[src/rtl/qosc_sample_streamer.sv]
// qosc_sample_streamer
// Decimates the quadrature oscillator's signed 16-bit I/Q outputs, buffers the
// captured {re, im} pairs in a small FIFO and serializes each pair as four
// bytes (re hi, re lo, im hi, im lo) on an 8-bit valid/ready port.
module qosc_sample_streamer #(
    parameter int DECIM = 8,   // capture one pair every DECIM enabled cycles (1..256)
    parameter int DEPTH = 4    // FIFO entries, power of 2, at least 2
) (
    input  logic                     clk,
    input  logic                     rst,
    input  logic                     en,
    input  logic [15:0]              accu_re,
    input  logic [15:0]              accu_im,
    output logic [7:0]               byte_out,
    output logic                     byte_valid,
    input  logic                     byte_ready,
    output logic                     frame_start,
    output logic                     overflow,
    output logic [$clog2(DEPTH):0]   fifo_level
);

    // ------------------------------------------------------------------
    // Local sizing
    // ------------------------------------------------------------------
    localparam int AW  = $clog2(DEPTH);                      // pointer width
    localparam int LW  = AW + 1;                             // level width (0..DEPTH)
    localparam int DCW = (DECIM > 1) ? $clog2(DECIM) : 1;    // decimation counter width

    localparam logic [DCW-1:0] DCNT_LAST  = DCW'(DECIM - 1);
    localparam logic [LW-1:0]  LEVEL_FULL = LW'(DEPTH);

    // Serializer states: IDLE, then one state per byte of the pair.
    typedef enum logic [2:0] {
        ST_IDLE,
        ST_B0,
        ST_B1,
        ST_B2,
        ST_B3
    } state_e;

    // ------------------------------------------------------------------
    // Decimation counter
    // ------------------------------------------------------------------
    logic [DCW-1:0] dcnt_q;
    logic [DCW-1:0] dcnt_d;
    logic           capture;

    // Capture on the last count of an enabled run; any idle cycle restarts the count.
    always_comb begin
        // NOTE: every always_comb output gets a default first so no path can infer a latch.
        dcnt_d  = '0;
        capture = en && (dcnt_q == DCNT_LAST);
        if (en && !capture) begin
            dcnt_d = dcnt_q + DCW'(1);
        end
    end

    // ------------------------------------------------------------------
    // FIFO
    // ------------------------------------------------------------------
    logic [31:0]   mem_q [DEPTH];
    logic [AW-1:0] wr_ptr_q;
    logic [AW-1:0] rd_ptr_q;
    logic [LW-1:0] level_q;
    logic [LW-1:0] level_d;
    logic [31:0]   head;
    logic          push;
    logic          pop;
    logic          drop;
    logic          overflow_q;

    state_e        state_q;
    logic [31:0]   hold_q;
    logic          valid_q;
    logic          frame_start_q;

    assign head = mem_q[rd_ptr_q];

    // The serializer pops when it is idle, or when the last byte of the
    // current pair transfers; in B3 byte_valid is always 1, so byte_ready
    // alone marks the transfer.
    always_comb begin
        pop = (level_q != '0) &&
              ((state_q == ST_IDLE) || ((state_q == ST_B3) && byte_ready));
    end

    // A capture is accepted if there is room, or if a pop frees a slot on the same edge.
    always_comb begin
        push = capture && ((level_q < LEVEL_FULL) || pop);
        drop = capture && !push;
    end

    // Occupancy after this edge; a simultaneous push and pop leaves it unchanged.
    always_comb begin
        level_d = level_q;
        case ({push, pop})
            2'b10:   level_d = level_q + LW'(1);
            2'b01:   level_d = level_q - LW'(1);
            default: level_d = level_q;
        endcase
    end

    // Counter, pointers, level and the sticky drop flag.
    always_ff @(posedge clk) begin
        // NOTE: clocked blocks use non-blocking assignments so every register sees pre-edge values.
        if (rst) begin
            dcnt_q     <= '0;
            wr_ptr_q   <= '0;
            rd_ptr_q   <= '0;
            level_q    <= '0;
            overflow_q <= 1'b0;
        end else begin
            dcnt_q  <= dcnt_d;
            level_q <= level_d;
            if (push) begin
                wr_ptr_q <= wr_ptr_q + AW'(1);
            end
            if (pop) begin
                rd_ptr_q <= rd_ptr_q + AW'(1);
            end
            if (drop) begin
                overflow_q <= 1'b1;
            end
        end
    end

    // Pair storage written at the write pointer on an accepted capture.
    always_ff @(posedge clk) begin
        // NOTE: the storage array is not reset; pointers and level decide which entries are live.
        if (push) begin
            mem_q[wr_ptr_q] <= {accu_re, accu_im};
        end
    end

    // ------------------------------------------------------------------
    // Serializer FSM
    // ------------------------------------------------------------------
    // The holding register shifts left by one byte per transfer, so its top
    // byte is always the byte on the port; after the fourth shift it is zero,
    // which is exactly the idle value of byte_out.
    always_ff @(posedge clk) begin
        if (rst) begin
            state_q       <= ST_IDLE;
            hold_q        <= '0;
            valid_q       <= 1'b0;
            frame_start_q <= 1'b0;
        end else if (pop) begin
            // Load the next pair from IDLE or straight out of B3, with no bubble.
            state_q       <= ST_B0;
            hold_q        <= head;
            valid_q       <= 1'b1;
            frame_start_q <= 1'b1;
        end else begin
            case (state_q)
                ST_IDLE: begin
                    valid_q       <= 1'b0;
                    frame_start_q <= 1'b0;
                end
                ST_B0: begin
                    if (byte_ready) begin
                        state_q       <= ST_B1;
                        hold_q        <= {hold_q[23:0], 8'h00};
                        frame_start_q <= 1'b0;
                    end
                end
                ST_B1: begin
                    if (byte_ready) begin
                        state_q <= ST_B2;
                        hold_q  <= {hold_q[23:0], 8'h00};
                    end
                end
                ST_B2: begin
                    if (byte_ready) begin
                        state_q <= ST_B3;
                        hold_q  <= {hold_q[23:0], 8'h00};
                    end
                end
                ST_B3: begin
                    // Last byte gone and nothing queued: fall back to IDLE.
                    if (byte_ready) begin
                        state_q <= ST_IDLE;
                        hold_q  <= {hold_q[23:0], 8'h00};
                        valid_q <= 1'b0;
                    end
                end
                default: begin
                    state_q       <= ST_IDLE;
                    hold_q        <= '0;
                    valid_q       <= 1'b0;
                    frame_start_q <= 1'b0;
                end
            endcase
        end
    end

    // ------------------------------------------------------------------
    // Outputs, all straight from registers
    // ------------------------------------------------------------------
    assign byte_out    = hold_q[31:24];
    assign byte_valid  = valid_q;
    assign frame_start = frame_start_q;
    assign overflow    = overflow_q;
    assign fifo_level  = level_q;

endmodule

[config.mk]
export PLATFORM = sky130hd
export DESIGN_NAME = qosc_sample_streamer
export DESIGN_NICKNAME = d
export VERILOG_FILES = /design/src/rtl/qosc_sample_streamer.sv
export SDC_FILE = /design/constraint.sdc
export NUM_CORES = 1
export LEC_CHECK = 0
export BUFFER_PORTS_ARGS = -buffer_cell sky130_fd_sc_hd__buf_2
export CORE_MARGIN = 2
export CORE_UTILIZATION = 30
export DETAILED_ROUTE_END_ITERATION = 16
export PLACE_DENSITY_LB_ADDON = 0.12
export SYNTH_ARGS = -nofsm -noshare
export SYNTH_HDL_FRONTEND = slang
export SYNTH_SLANG_ARGS = --single-unit
[constraint.sdc]
create_clock -name clk -period 3.1 [get_ports clk]
set_input_delay 0.31 -clock clk [delete_from_list [all_inputs] [get_ports clk]]
set_output_delay 0.31 -clock clk [all_outputs]
set_load 0.02 [all_outputs]
After elaboration in Yosys (flattened, before gate mapping). Memories as Yosys holds them, arrays and structs flattened. A register that Yosys moved wholly into a read port is not among the register bits. Index checks and enable logic that the tools add are counted.

Logic and storage cells: 80. Input port bits: 36. Output and inout port bits: 14. Memories: 1. Bits in writable memories: 128. Flip-flop bits (word level): 48.

Muxes and demuxes: 19. Bitwise operators: 2. Reduce and logical (&&, ||, !) cells: 23. Equality and inequality tests: 19. $lt $le $gt $ge: 1. $add $sub $neg: 5.

Memories: mem_q (words 4, width 32, read ports 1, clocked after memory_dff 1, wr ports 1, line 61) `logic [31:0] mem_q [DEPTH];`.

Operators by type and width (number): $mux 32 (2); $pmux 32 s2 (1); $pmux 3 s5 (1); $mux 3 (4); $ne 3x3->1 const B (4); $ne 2x2->1 const B (5); $reduce_and 5->1 (2); $add 3x1->3 const B (2); $eq 3x2->1 const B (2); $eq 3x3->1 const B (2); $logic_and 1x1->1 (6); $mux 1 (6); $pmux 3 s2 (1); $reduce_and 2->1 (3); $reduce_or 3->1 (2); $add 2x1->2 const B (2); $mux 2 (2); $ne 2x1->1 const B (2); $pmux 1 s2 (2); $reduce_or 2->1 (2); $reduce_or 4->1 (1); $eq 3x1->1 const B (1); $logic_not 3->1 (1); $lt 3x3->1 const B (1); other kinds (9) (12).

Depth between registers and ports, before layout. Gate-level depths: netlist of the first run.

Depth in word-level cells: 8. Gate-level depth with buffers: 11. Depth with buffers taken out: 11.

Least setup slack after synthesis of the first run. No wires, ideal clock.

Path kind: reg-to-reg. Start point: register state_q[1]. End point: register level_q[2], in the netlist fifo_level[2]. Setup time: 0.071 ns. Required time: 3.029 ns. Clock period less this slack: 2.476 ns. Data arrival time: 2.405 ns. Slack: 0.624 ns. Cell stages (with the launch flop): 12. Path buffers: 3. Path through: dfxtp_1 > buf_4 > or2_1 > buf_6 > nor3_1 > buf_2 > ha_1 > inv_1 > fa_1 > xor2_1 > or3_1 > a21oi_1.

Cells in the longest elaborated chain, start to end: 8.

Ends and longest elaborated chain: start, declared (line 72) `state_e state_q;`; start signal, assigned (line 143) `state_q <= ST_IDLE;`; start signal, assigned (line 149) `state_q <= ST_B0;`; start signal, assigned (line 161) `state_q <= ST_B1;`; $eq 3x3->1 (line 84) `((state_q == ST_IDLE) || ((state_q == ST_B3) && byte_ready));`; $logic_and 1x1->1 (line 84); $logic_or 1x1->1 (*) (line 84); $logic_and 1x1->1 (*) (line 83) `pop = (level_q != '0) &&`; net pop (line 68) `logic pop;`; $logic_or 1x1->1 (line 89) `push = capture && ((level_q < LEVEL_FULL) || pop);`; $logic_and 1x1->1 (line 89); $eq 2x1->1 / $eq 2x2->1 (equally long branches) (line 96) `case ({push, pop})`; $pmux 3 s2 / $reduce_bool 2->1 (equally long branches); end signal, assigned (line 114) `level_q <= level_d;`; end, declared (line 64) `logic [LW-1:0] level_q;`.

The timed path passes the listed nets; every way through them passes the cells marked *. A chain may end at the register's enable or synchronous reset.

Worst setup path after layout of the first run.
Start point: register state_q[2]. End point: register level_q[2], in the netlist fifo_level[2].

Cells in the longest elaborated chain, start to end: 8.

Ends and longest elaborated chain (line): $eq 3x3->1 (84); $logic_and 1x1->1 (84); $logic_or 1x1->1 (*) (84); $logic_and 1x1->1 (*) (83); $logic_or 1x1->1 (89); $logic_and 1x1->1 (89); $eq 2x1->1 / $eq 2x2->1 (equally long branches) (96); $pmux 3 s2 / $reduce_bool 2->1 (equally long branches).

Mark *: on every way between the ends. The rest lies on a longest branch, timed or not.

==> results by group, run 1 <==
Cells and area
  • Fin nets: 507
  • Area occupied by multi-input gates: around 1900 µm²
  • Fillcell total: between 2,000 and 2,500
  • Layout cells sized above 1: 0.314
  • Area grow syn2layout: 15.4%
  • Reg area: 4850 µm²
  • Commonest cells after routing, fill and taps aside: edfxtp_1 (128), o22ai_1 (49), dfxtp_1 (49), buf_2 (49), mux4_2 (32)
  • Final Instance Count excl. Fillers: around 800
  • Ant. Diodes: 0
  • Commonest non-fill, non-tap cell in the layout: edfxtp_1

Power
  • Pwr Total: around 0.0067 W
  • Sequential Power Share: 0.423
  • PwrDens: about 820 nW/µm²
  • Clock Power Share: 0.298
  • Sw Pwr: 0.00203 W
  • Lkg Pwr: 2.58 nW
  • Gate power share: 0.279
  • Int Pwr: between 0.004 and 0.005 W
  • Maximum vdd drop: approximately 0.00041 V
  • Switching share of power: 0.305

Global routing
  • GRT Total Usage: 0.130
  • Busiest grt layer: met2
  • Initial antenna violation count: 0
  • Largest net degree at the start of global routing: 33
  • Met2 Use GR: 0.217
  • GRT overflow: 0
  • Met1 Track Usage GR: 0.162
  • First-pass GRT wire length: about 23,000 µm
  • GRT met3 Usage: 0.0311
  • Vias in the first global route: around 4,000

Die
  • Initial Util: 0.308
  • Die ar.: about 25,000 µm²
  • FP Rows: 55
  • Die Height: about 160 µm
  • Core box area: around 23,000 µm²
  • Die W: 157 µm
  • I/O Pins: 50

Timing
  • Fmax: approximately 0.37 GHz
  • Hold Fails Final Rpt: 0
  • Final Max Slew Viols: 0
  • RSZ-0062 raised after global routing: no
  • Endpoints failing setup: 0
  • Max transition margin: 0.615
  • Setup Skew: between 0.007 and 0.008 ns
  • Final TNS setup: 0 ns
  • Worst slew pin tran: between 0.5 and 0.6 ns
  • Min Clock Period, post-route: around 2.7 ns
  • Fin crit share: 0.871

Hold path
  • Hold Crit Class: primary input to register

Logic synthesis
  • Compound-Gate Fraction of Synth Area: 0.114
  • FFs w/ async S/R, synth: 0
  • Adder-cell share of the synthesized area: 0.0153
  • Largest family of logic cells by synthesized area: compound AO/OA/AOI/OAI gates
  • Syn_area_per_cell: 16.8 µm²
  • Synth unique cells: 44
  • Primary FF master, synth: edfxtp_1
  • Syn Std Cell Area: approximately 7000 µm²
  • Synth Instances: ~420
  • Seq cells post-synth: approximately 180
  • Xor/xnor cell area share of the yosys netlist: 0.00624
  • Mux share of post-synthesis cell area: 0.103
  • Syn nets: roughly 460
  • Number of synthesized flops with an enable pin: around 130
  • Simple-Gate Fraction of Synth Area: 0.0373
  • Ys Warns: 0
  • Seq/Total Area, Yosys: 0.691

Place
  • GP Congestion: around 0.75
  • Cells after DPL: ~760
  • HPWL Detailed: ~9000 µm
  • Number of port buffers: slightly below 50

Drt
  • Drt total wl: around 15,000 µm
  • Wire length per cell: ~19 µm
  • DR vias: approximately 3,800
  • # DRC: 0
  • Iteration-0 DRC Markers: 230
  • Final ANT Viol Nets: 0
  • Vias/cell: just under 5
  • First-pass DRT Iterations: 4

Setup path
  • Crit path DAT: just over 3 ns
  • CP delay by family, top: flip-flops
  • CP required: 3.45 ns
  • Crit-path slowest cell: dfxtp_1
  • Top cell by count, worst path: inv_1
  • Crit path max fanout: 14
  • Worst setup SP type: register
  • Slowest stage delay, CP: between 0.6 and 0.7 ns
  • CP cell instances: nand2b_1 -> a21boi_0 -> nor2_1 -> inv_1 -> ha_1 -> inv_1 -> fa_1 -> xor2_1 -> or3_1 -> a21oi_1
  • Kind of critical path: register to register
  • CP Capture Type: register
  • Buf+Inv Stages, Crit Path: 2

Clock tree
  • Clock slew at reported path FFs: around 0.060 ns
  • Setup Buffers After CTS: 0
  • Resized cells post-CTS: 0
  • CTS Root Cell: clkbuf_16
  • H-tree Lvls: 4
  • CTS tree: built
  • Clk buf depth: 2
  • # hold bufs at CTS: 0
  • Clk_lat worst skew: 0.42 ns
  • CTS buffer count: 17
  • Clock Sinks: 178

Outcome
  • Outcome: finished, final reports clean

Job
  • MaxCap Viol Count: 0
power groups by stage:
stage / Sequential, W / Clock [W] / Combinational [W]
finish: 0.00282 / 0.00198 / 0.00185
global route: 0.00284 / 0.00213 / 0.00202
CTS: 0.00282 / 0.00204 / 0.00187
detailed placement: 0.00287 / 0 / 0.00186
global placement: 0.00288 / 0 / 0.00183
floorplan: 0.00279 / 0 / 0.00159
worst reg2reg max path: stages (launching register included):
cell and delay (ns):
dfxtp_1 0.63, nand2b_1 0.20, a21boi_0 0.40, nor2_1 0.09, inv_1 0.09, ha_1 0.18
inv_1 0.06, fa_1 0.37, xor2_1 0.16, or3_1 0.30, a21oi_1 0.14
synth_stat cells (4+ instances only):
library cell  count  area, µm²
a211oi_1          4       30.0
a211oi_2         20        250
a21oi_1           8       40.0
a22oi_1           9       67.6
and3_1            4       25.0
buf_2             9       45.0
buf_4             9       67.6
buf_6             4       45.0
clkbuf_1         10       37.5
dfxtp_1          50       1000
edfxtp_1        128       3840
ha_1              7       87.6
inv_1             8       30.0
mux4_2           32        721
nor2_1           22       82.6
o22ai_1          49        307
xor2_1            4       35.0
cells by family after synthesis:
logic type	after synthesis
AO/OA/AOI/OAI	102
adder cells (fa/ha/maj)	8
AND/OR/NAND/NOR	50
XOR/XNOR	5
buffers and inverters	43
multiplexers	32
flip-flops	178
per-stage QoR:
step                      utilization  hold WS, ns  setup WS [ns]  area, µm²
after floorplan                     -        0.379          0.624       7010
after global placement          0.331        0.407          0.542       7550
after detailed placement        0.331        0.418          0.419       7550
after CTS                       0.355       0.0771          0.412       8090
after global routing            0.355       0.0770          0.189       8090
final                           0.355       0.0983          0.399       8090
final timing paths:
path                                endpoint                     from  slack [ns]  cells past startpoint
setup / recovery  fifo_level[2]$_SDFFE_PP0P_  state_q[2]$_SDFFE_PP0P_        0.40                     10
hold / removal         mem_q[3][3]$_DFFE_PP_               accu_im[3]         0.1                      1
setup reg to reg  fifo_level[2]$_SDFFE_PP0P_  state_q[2]$_SDFFE_PP0P_        0.40                     10
hold reg to reg         dcnt_q[0]$_SDFF_PP0_     dcnt_q[0]$_SDFF_PP0_        0.43                      1
metal layers:
| metal | up-vias | share of wire | routed length (µm) |
|---|---|---|---|
| met1 | 1944 | 0.44 | 6590 |
| li1 | 1766 | - | - |
| met3 | 18 | 0.039 | 584 |
| met2 | 76 | 0.50 | 7610 |
| met4 | 0 | 0.019 | 292 |
| met5 | - | 0 | 0 |
cell type report:
cell class,count,share of cell area
sequential,178,0.599
timing repair buffer,61,0.0430
clock buffer,18,0.0530
inverter,8,0.00371
tap,313,0.0484
clock inverter,13,0.0141
multi-input combinational,197,0.239
state kept, by name, summed over array words and instances, names as in the netlist, named ones only:
register     count
byte_valid       1
dcnt_q           3
fifo_level       3
frame_start      1
hold_q          32
mem_q          128
overflow         1
rd_ptr_q         2
state_q          3
wr_ptr_q         2
Note: power is estimated with default switching activity, not from simulation.
==> inputs of run 2 (changes only) <==
==> constraint.sdc (replaced) <==
create_clock -name clk -period 3.06 [get_ports clk]
set_input_delay 0.306 -clock clk [delete_from_list [all_inputs] [get_ports clk]]
set_output_delay 0.306 -clock clk [all_outputs]
set_load 0.02 [all_outputs]
==> run 2 against run 1 <==
  * Setup slack got worse by 0.017 ns
  * Sequential power increased by 1%
  * Non-clock buffer count stayed put
  * Routed wire length hardly changed
  * Core utilization rose by 0.21 points
  * Final cell count rose by 0.13%
  * First-iteration DRC count down 21%
  * Cell area rose by 0.60%
  * Via count up 0.29%
  * Clock skew up 0.0038 ns
  * Sequential share of layout area fell by 0.36 points
  * Critical path type unchanged
  * Largest cell class unchanged
  * Largest power group unchanged
==> results by group, run 2 (same netlist as run 1, synthesis figures left out) <==
Drt
  • DR vias: 3,815 (+0.29%)
  • Vias/cell: 4.84 (+0.16%)
  • Iteration-0 DRC Markers: 181 (-21%)
  • First-pass DRT Iterations: 4 (unchanged)
  • # DRC: 0 (unchanged)
  • Wire length per cell: 19.1 µm (-0.10%)
  • Drt total wl: 15,100 µm (about the same)
  • Final ANT Viol Nets: 0 (unchanged)

Timing
  • Final Worst Setup Slack: 0.382 ns (-0.0169 ns)
  • Endpoints failing setup: 0 (unchanged)
  • Max transition margin: 0.621 (+0.00598)
  • Hold Fails Final Rpt: 0 (unchanged)
  • Min Clock Period, post-route: 2.68 ns (-0.0231 ns)
  • RSZ-0062 raised after global routing: no
  • Final Max Slew Viols: 0 (unchanged)
  • Fmax: 0.373 GHz (+0.86%)
  • Setup Skew: 0.0117 ns (+0.00385 ns)
  • Final TNS setup: 0 ns (unchanged)
  • Worst slew pin tran: 0.568 ns (-0.00897 ns)
  • Fin crit share: 0.875 (+0.00385)

Clock tree
  • Clock Sinks: 178 (unchanged)
  • Setup Buffers After CTS: 0 (unchanged)
  • Clock slew at reported path FFs: 0.07 ns (about the same)
  • Resized cells post-CTS: 0 (unchanged)
  • Clk buf depth: 2 (unchanged)
  • H-tree Lvls: 4 (unchanged)
  • CTS tree: built
  • Clk_lat worst skew: 0.43 ns (about the same)
  • CTS buffer count: 17 (unchanged)
  • # hold bufs at CTS: 0 (unchanged)
  • CTS Root Cell: clkbuf_16

Cells and area
  • Area grow syn2layout: 16.1%
  • Layout cells sized above 1: 0.317 (+0.00354)
  • Ant. Diodes: 0 (unchanged)
  • Top reg by flops: mem_q
  • Area occupied by multi-input gates: 1930 µm² (unchanged)
  • Final Instance Count excl. Fillers: 789 (+0.13%)
  • Commonest cells after routing, fill and taps aside: edfxtp_1 (128), o22ai_1 (49), dfxtp_1 (49), buf_2 (49), mux4_2 (32)
  • Reg area: 4850 µm² (unchanged)
  • Fillcell total: 2,164 (-1.1%)
  • Flip-flop count of the largest register after layout: 128 (unchanged)
  • Largest regs: mem_q (128), hold_q (32)
  • Commonest non-fill, non-tap cell in the layout: edfxtp_1
  • Fin nets: 507 (unchanged)
  • Design Area, Final: 8140 µm² (+0.60%)

Global routing
  • First-pass GRT wire length: 22,900 µm (-0.39%)
  • Initial antenna violation count: 0 (unchanged)
  • Largest net degree at the start of global routing: 33 (unchanged)
  • GRT overflow: 0 (unchanged)
  • Vias in the first global route: 3,988 (+0.50%)
  • GRT Total Usage: 0.129 (-0.000256)

Place
  • HPWL Detailed: 8980 µm (-0.27%)
  • GP Congestion: 0.750 (-0.24%)
  • Placed cell area: 7550 µm² (unchanged)
  • Cells after DPL: 757 (unchanged)
  • Number of port buffers: 49 (unchanged)
  • Place WS: 0.389 ns (-0.0297 ns)

Setup path
  • Crit path max fanout: 14 (unchanged)
  • Crit path DAT: 3.03 ns (-0.02 ns)
  • Kind of critical path: register to register
  • CP Capture Type: register
  • Worst setup SP type: register
  • CP required: 3.41 ns (-0.04 ns)

Die
  • Die Height: 157 µm (unchanged)
  • Initial Util: 0.308 (unchanged)
  • FP Rows: 55 (unchanged)
  • Die W: 157 µm (unchanged)
  • I/O Pins: 50 (unchanged)
  • Die ar.: 24,600 µm² (unchanged)
  • Core box area: 22,800 µm² (unchanged)

Power
  • Maximum vdd drop: 0.000335 V (-19%)
  • Lkg Pwr: 2.61 nW (+1.3%)
  • Pwr Total: 0.00688 W (+3.5%)
  • PwrDens: 846 nW/µm² (+2.9%)

Hold path
  • Hold Crit Class: primary input to register

Outcome
  • Outcome: finished, final reports clean

Job
  • MaxCap Viol Count: 0 (unchanged)
## run 2: cell types whose count changed in the layout (fill, tap and decap cells not counted)
cell,delta
clkinv_4,+1
clkbuf_1,-1
clkinvlp_4,-3
inv_8,+5
clkinv_2,-3
inv_6,+1
clkinv_8,+1
## run 2: final timing paths
| path | slack [ns] | from | end | cells after the start |
|---|---|---|---|---|
| max | 0.38 | state_q[2]$_SDFFE_PP0P_ | fifo_level[2]$_SDFFE_PP0P_ | 10 |
| min | 0.08 | accu_im[3] | mem_q[1][3]$_DFFE_PP_ | 1 |
| max reg2reg | 0.38 | state_q[2]$_SDFFE_PP0P_ | fifo_level[2]$_SDFFE_PP0P_ | 10 |
| min reg2reg | 0.43 | dcnt_q[0]$_SDFF_PP0_ | dcnt_q[0]$_SDFF_PP0_ | 1 |
## run 2: critical path, cell delays in order (launching register included)
cell and delay (ns):
dfxtp_1 0.61, nand2b_1 0.19, a21boi_0 0.40, nor2_1 0.09
inv_1 0.08, ha_1 0.18, inv_1 0.06, fa_1 0.38
xor2_1 0.16, or3_1 0.31, a21oi_1 0.15
## run 2: cell type report
class                      instances  share of cell area
clock buffer                      17              0.0523
clock inverter                    15              0.0204
inverter                           8             0.00369
multi-input combinational        197               0.237
sequential                       178               0.595
tap                              313              0.0481
timing repair buffer              61              0.0427
## run 2: power breakdown
| part | internal (W) | switching [W] |
|---|---|---|
| registers | 0.00271 | 0.000149 |
| clock network | 0.00116 | 0.000984 |
| logic | 0.000857 | 0.00102 |
| total | 0.00473 | 0.00215 |
## run 2: stage by stage
step	util	hold slack, ns
2_1_floorplan	-	0.375
3_3_place_gp	0.331	0.407
3_5_place_dp	0.331	0.420
4_1_cts	0.357	0.0675
5_1_grt	0.357	0.0613
6_report	0.357	0.0845
## run 2: metal layers
layer | up-vias | wire length (µm) | track usage
met5 | - | 0 | 0
met4 | 0 | 366 | 0.0555
met3 | 19 | 430 | 0.0322
met2 | 68 | 7440 | 0.209
met1 | 1961 | 6850 | 0.166
li1 | 1767 | - | -
==> inputs of run 3 (changes only) <==
--- a/config.mk
+++ b/config.mk
@@ -10,6 +10,8 @@
 export CORE_UTILIZATION = 30
 export DETAILED_ROUTE_END_ITERATION = 16
 export PLACE_DENSITY_LB_ADDON = 0.12
+export RECOVER_POWER = 100
+export SKIP_CTS_REPAIR_TIMING = 1
 export SYNTH_ARGS = -nofsm -noshare
 export SYNTH_HDL_FRONTEND = slang
 export SYNTH_SLANG_ARGS = --single-unit
==> run 3 against run 2 <==
  * Critical endpoint is now mem_q[2][18]$_DFFE_PP_
  * Register-to-register slack worse by 0.09 ns
  * Routed wire length up 0.21%
  * Power shrank 0.82%
  * Largest power group unchanged
==> results by group, run 3 (same netlist as run 1, synthesis figures left out) <==
Clock tree
  • Clock Sinks: 178 (unchanged)
  • Clk_lat worst skew: 0.43 ns (about the same)
  • H-tree Lvls: 4 (unchanged)
  • CTS Root Cell: clkbuf_16
  • Clock slew at reported path FFs: 0.07 ns (about the same)
  • Clk buf depth: 2 (unchanged)
  • CTS tree: built
  • CTS buffer count: 17 (unchanged)

Die
  • FP Rows: 55 (unchanged)
  • I/O Pins: 50 (unchanged)
  • Die Height: 157 µm (unchanged)
  • Core box area: 22,800 µm² (unchanged)
  • Initial Util: 0.308 (unchanged)
  • Die W: 157 µm (unchanged)
  • Die ar.: 24,600 µm² (unchanged)

Cells and area
  • Commonest non-fill, non-tap cell in the layout: edfxtp_1
  • Largest regs: mem_q (128), hold_q (32)
  • Area grow syn2layout: 14.6%
  • Fillcell total: 2,189 (+1.2%)
  • Flip-flop count of the largest register after layout: 128 (unchanged)
  • Top reg by flops: mem_q
  • Fin nets: 507 (unchanged)
  • Layout cells sized above 1: 0.208 (-0.109)
  • Commonest cells after routing, fill and taps aside: edfxtp_1 (128), o22ai_1 (49), dfxtp_1 (49)
  • Ant. Diodes: 0 (unchanged)

Drt
  • DR vias: 3,792 (-0.60%)
  • Routed met3 length: 411 µm (-4.4%)
  • Met1 wire length: 6950 µm (+1.4%)
  • Wire length on met2: 7390 µm (-0.62%)
  • First-pass DRT Iterations: 4 (unchanged)
  • # DRC: 0 (unchanged)
  • Highest Signal Layer: met4
  • Vias/cell: 4.81 (-0.60%)
  • Wire length per cell: 19.2 µm (+0.21%)
  • Drt total wl: 15,100 µm (+0.21%)
  • Final ANT Viol Nets: 0 (unchanged)
  • Iteration-0 DRC Markers: 209 (+15%)

Power
  • Gate power share: 0.267 (-0.006)
  • Clock Power Share: 0.315 (+0.003)
  • Lkg Pwr: 2.45 nW (-6.3%)
  • PwrDens: 849 nW/µm² (+0.41%)
  • Sequential Power Share: 0.418 (+0.003)
  • Switching share of power: 0.313 (about the same)
  • Sw Pwr: 0.00214 W (-0.82%)
  • Maximum vdd drop: 0.000320 V (-4.4%)
  • Int Pwr: 0.00469 W (-0.82%)

Setup path
  • CP delay by family, top: buffers and inverters
  • Crit path max fanout: 32 (+18)
  • Buf+Inv Stages, Crit Path: 1 (-1)
  • CP required: 3.10 ns (-0.31 ns)
  • Crit-path slowest cell: clkbuf_2
  • Slowest stage delay, CP: 0.82 ns (+0.21 ns)
  • Crit path DAT: 2.81 ns (-0.22 ns)
  • Kind of critical path: register to register
  • CP Capture Type: register
  • Worst setup SP type: register
  • CP cell instances: or2_0 -> o21ai_0 -> and3_1 -> clkbuf_2

Timing
  • Fmax: 0.361 GHz (-3.4%)
  • Hold Fails Final Rpt: 0 (unchanged)
  • Max transition margin: 0.272 (-0.349)
  • Worst slew pin tran: 1.09 ns (+0.524 ns)
  • Min Clock Period, post-route: 2.77 ns (+0.0948 ns)
  • Final Worst Setup Slack: 0.287 ns (-0.0948 ns)
  • Setup Skew: 0.0118 ns (+0.0000786 ns)
  • Endpoints failing setup: 0 (unchanged)
  • RSZ-0062 raised after global routing: no
  • Fin crit share: 0.906 (+0.0310)
  • Final Max Slew Viols: 0 (unchanged)
  • Final TNS setup: 0 ns (unchanged)

Global routing
  • Largest net degree at the start of global routing: 33 (unchanged)
  • Vias in the first global route: 3,988 (unchanged)
  • Initial antenna violation count: 0 (unchanged)
  • GRT overflow: 0 (unchanged)
  • First-pass GRT wire length: 22,900 µm (unchanged)
  • GRT Total Usage: 0.129 (unchanged)

Place
  • HPWL Detailed: 8980 µm (unchanged)
  • GP Congestion: 0.750 (unchanged)
  • Place WS: 0.389 ns (unchanged)
  • Number of port buffers: 49 (unchanged)

Outcome
  • Outcome: finished, final reports clean

Job
  • MaxCap Viol Count: 0 (unchanged)

Hold path
  • Hold Crit Class: primary input to register
[run 3: worst reg2reg max path, stage by stage, from the launching register on]
cell and delay [ns]:
dfxtp_1 0.38, or2_0 0.41, o21ai_0 0.53, and3_1 0.24, clkbuf_2 0.82
[run 3: per-layer routing]
layer | global-route usage | vias to the layer above
li1 | - | 1769
met3 | 0.0322 | 19
met2 | 0.209 | 55
met1 | 0.166 | 1949
met4 | 0.0555 | 0
met5 | 0 | -
[run 3: final timing paths]
kind                      startpoint                     end  slack, ns  depth (start not counted)
min reg2reg     dcnt_q[0]$_SDFF_PP0_    dcnt_q[0]$_SDFF_PP0_       0.43                          1
min                       accu_im[3]   mem_q[1][3]$_DFFE_PP_       0.13                          1
max          state_q[0]$_SDFFE_PP0P_  mem_q[2][18]$_DFFE_PP_       0.29                          4
max reg2reg  state_q[0]$_SDFFE_PP0P_  mem_q[2][18]$_DFFE_PP_       0.29                          4
[run 3: cell type report]
type,instances,area [µm²],share of cell area
timing repair buffer,61,274,0.0341
clock inverter,15,166,0.0207
clock buffer,17,425,0.0529
inverter,8,30.0,0.00374
tap,313,392,0.0487
multi-input combinational,197,1910,0.237
sequential,178,4850,0.603
[run 3: power groups by stage]
stage / Clock, W / Sequential [W] / Combinational (W)
4_1_cts: 0.00221 / 0.00286 / 0.00189
6_report: 0.00215 / 0.00286 / 0.00182
3_5_place_dp: 0 / 0.00292 / 0.00188
2_1_floorplan: 0 / 0.00283 / 0.00161
5_1_grt: 0.00231 / 0.00287 / 0.00200
3_3_place_gp: 0 / 0.00291 / 0.00186
[run 3: through the flow]
stage | instances | power [W] | hold slack, ns | utilization | cell area [µm²]
6_report | 789 | 0.00683 | 0.125 | 0.353 | 8040
3_5_place_dp | 757 | 0.00480 | 0.420 | 0.331 | 7550
2_1_floorplan | 418 | 0.00444 | 0.375 | - | 7010
5_1_grt | 789 | 0.00718 | 0.110 | 0.353 | 8040
4_1_cts | 789 | 0.00697 | 0.0675 | 0.357 | 8140
3_3_place_gp | 757 | 0.00477 | 0.407 | 0.331 | 7550
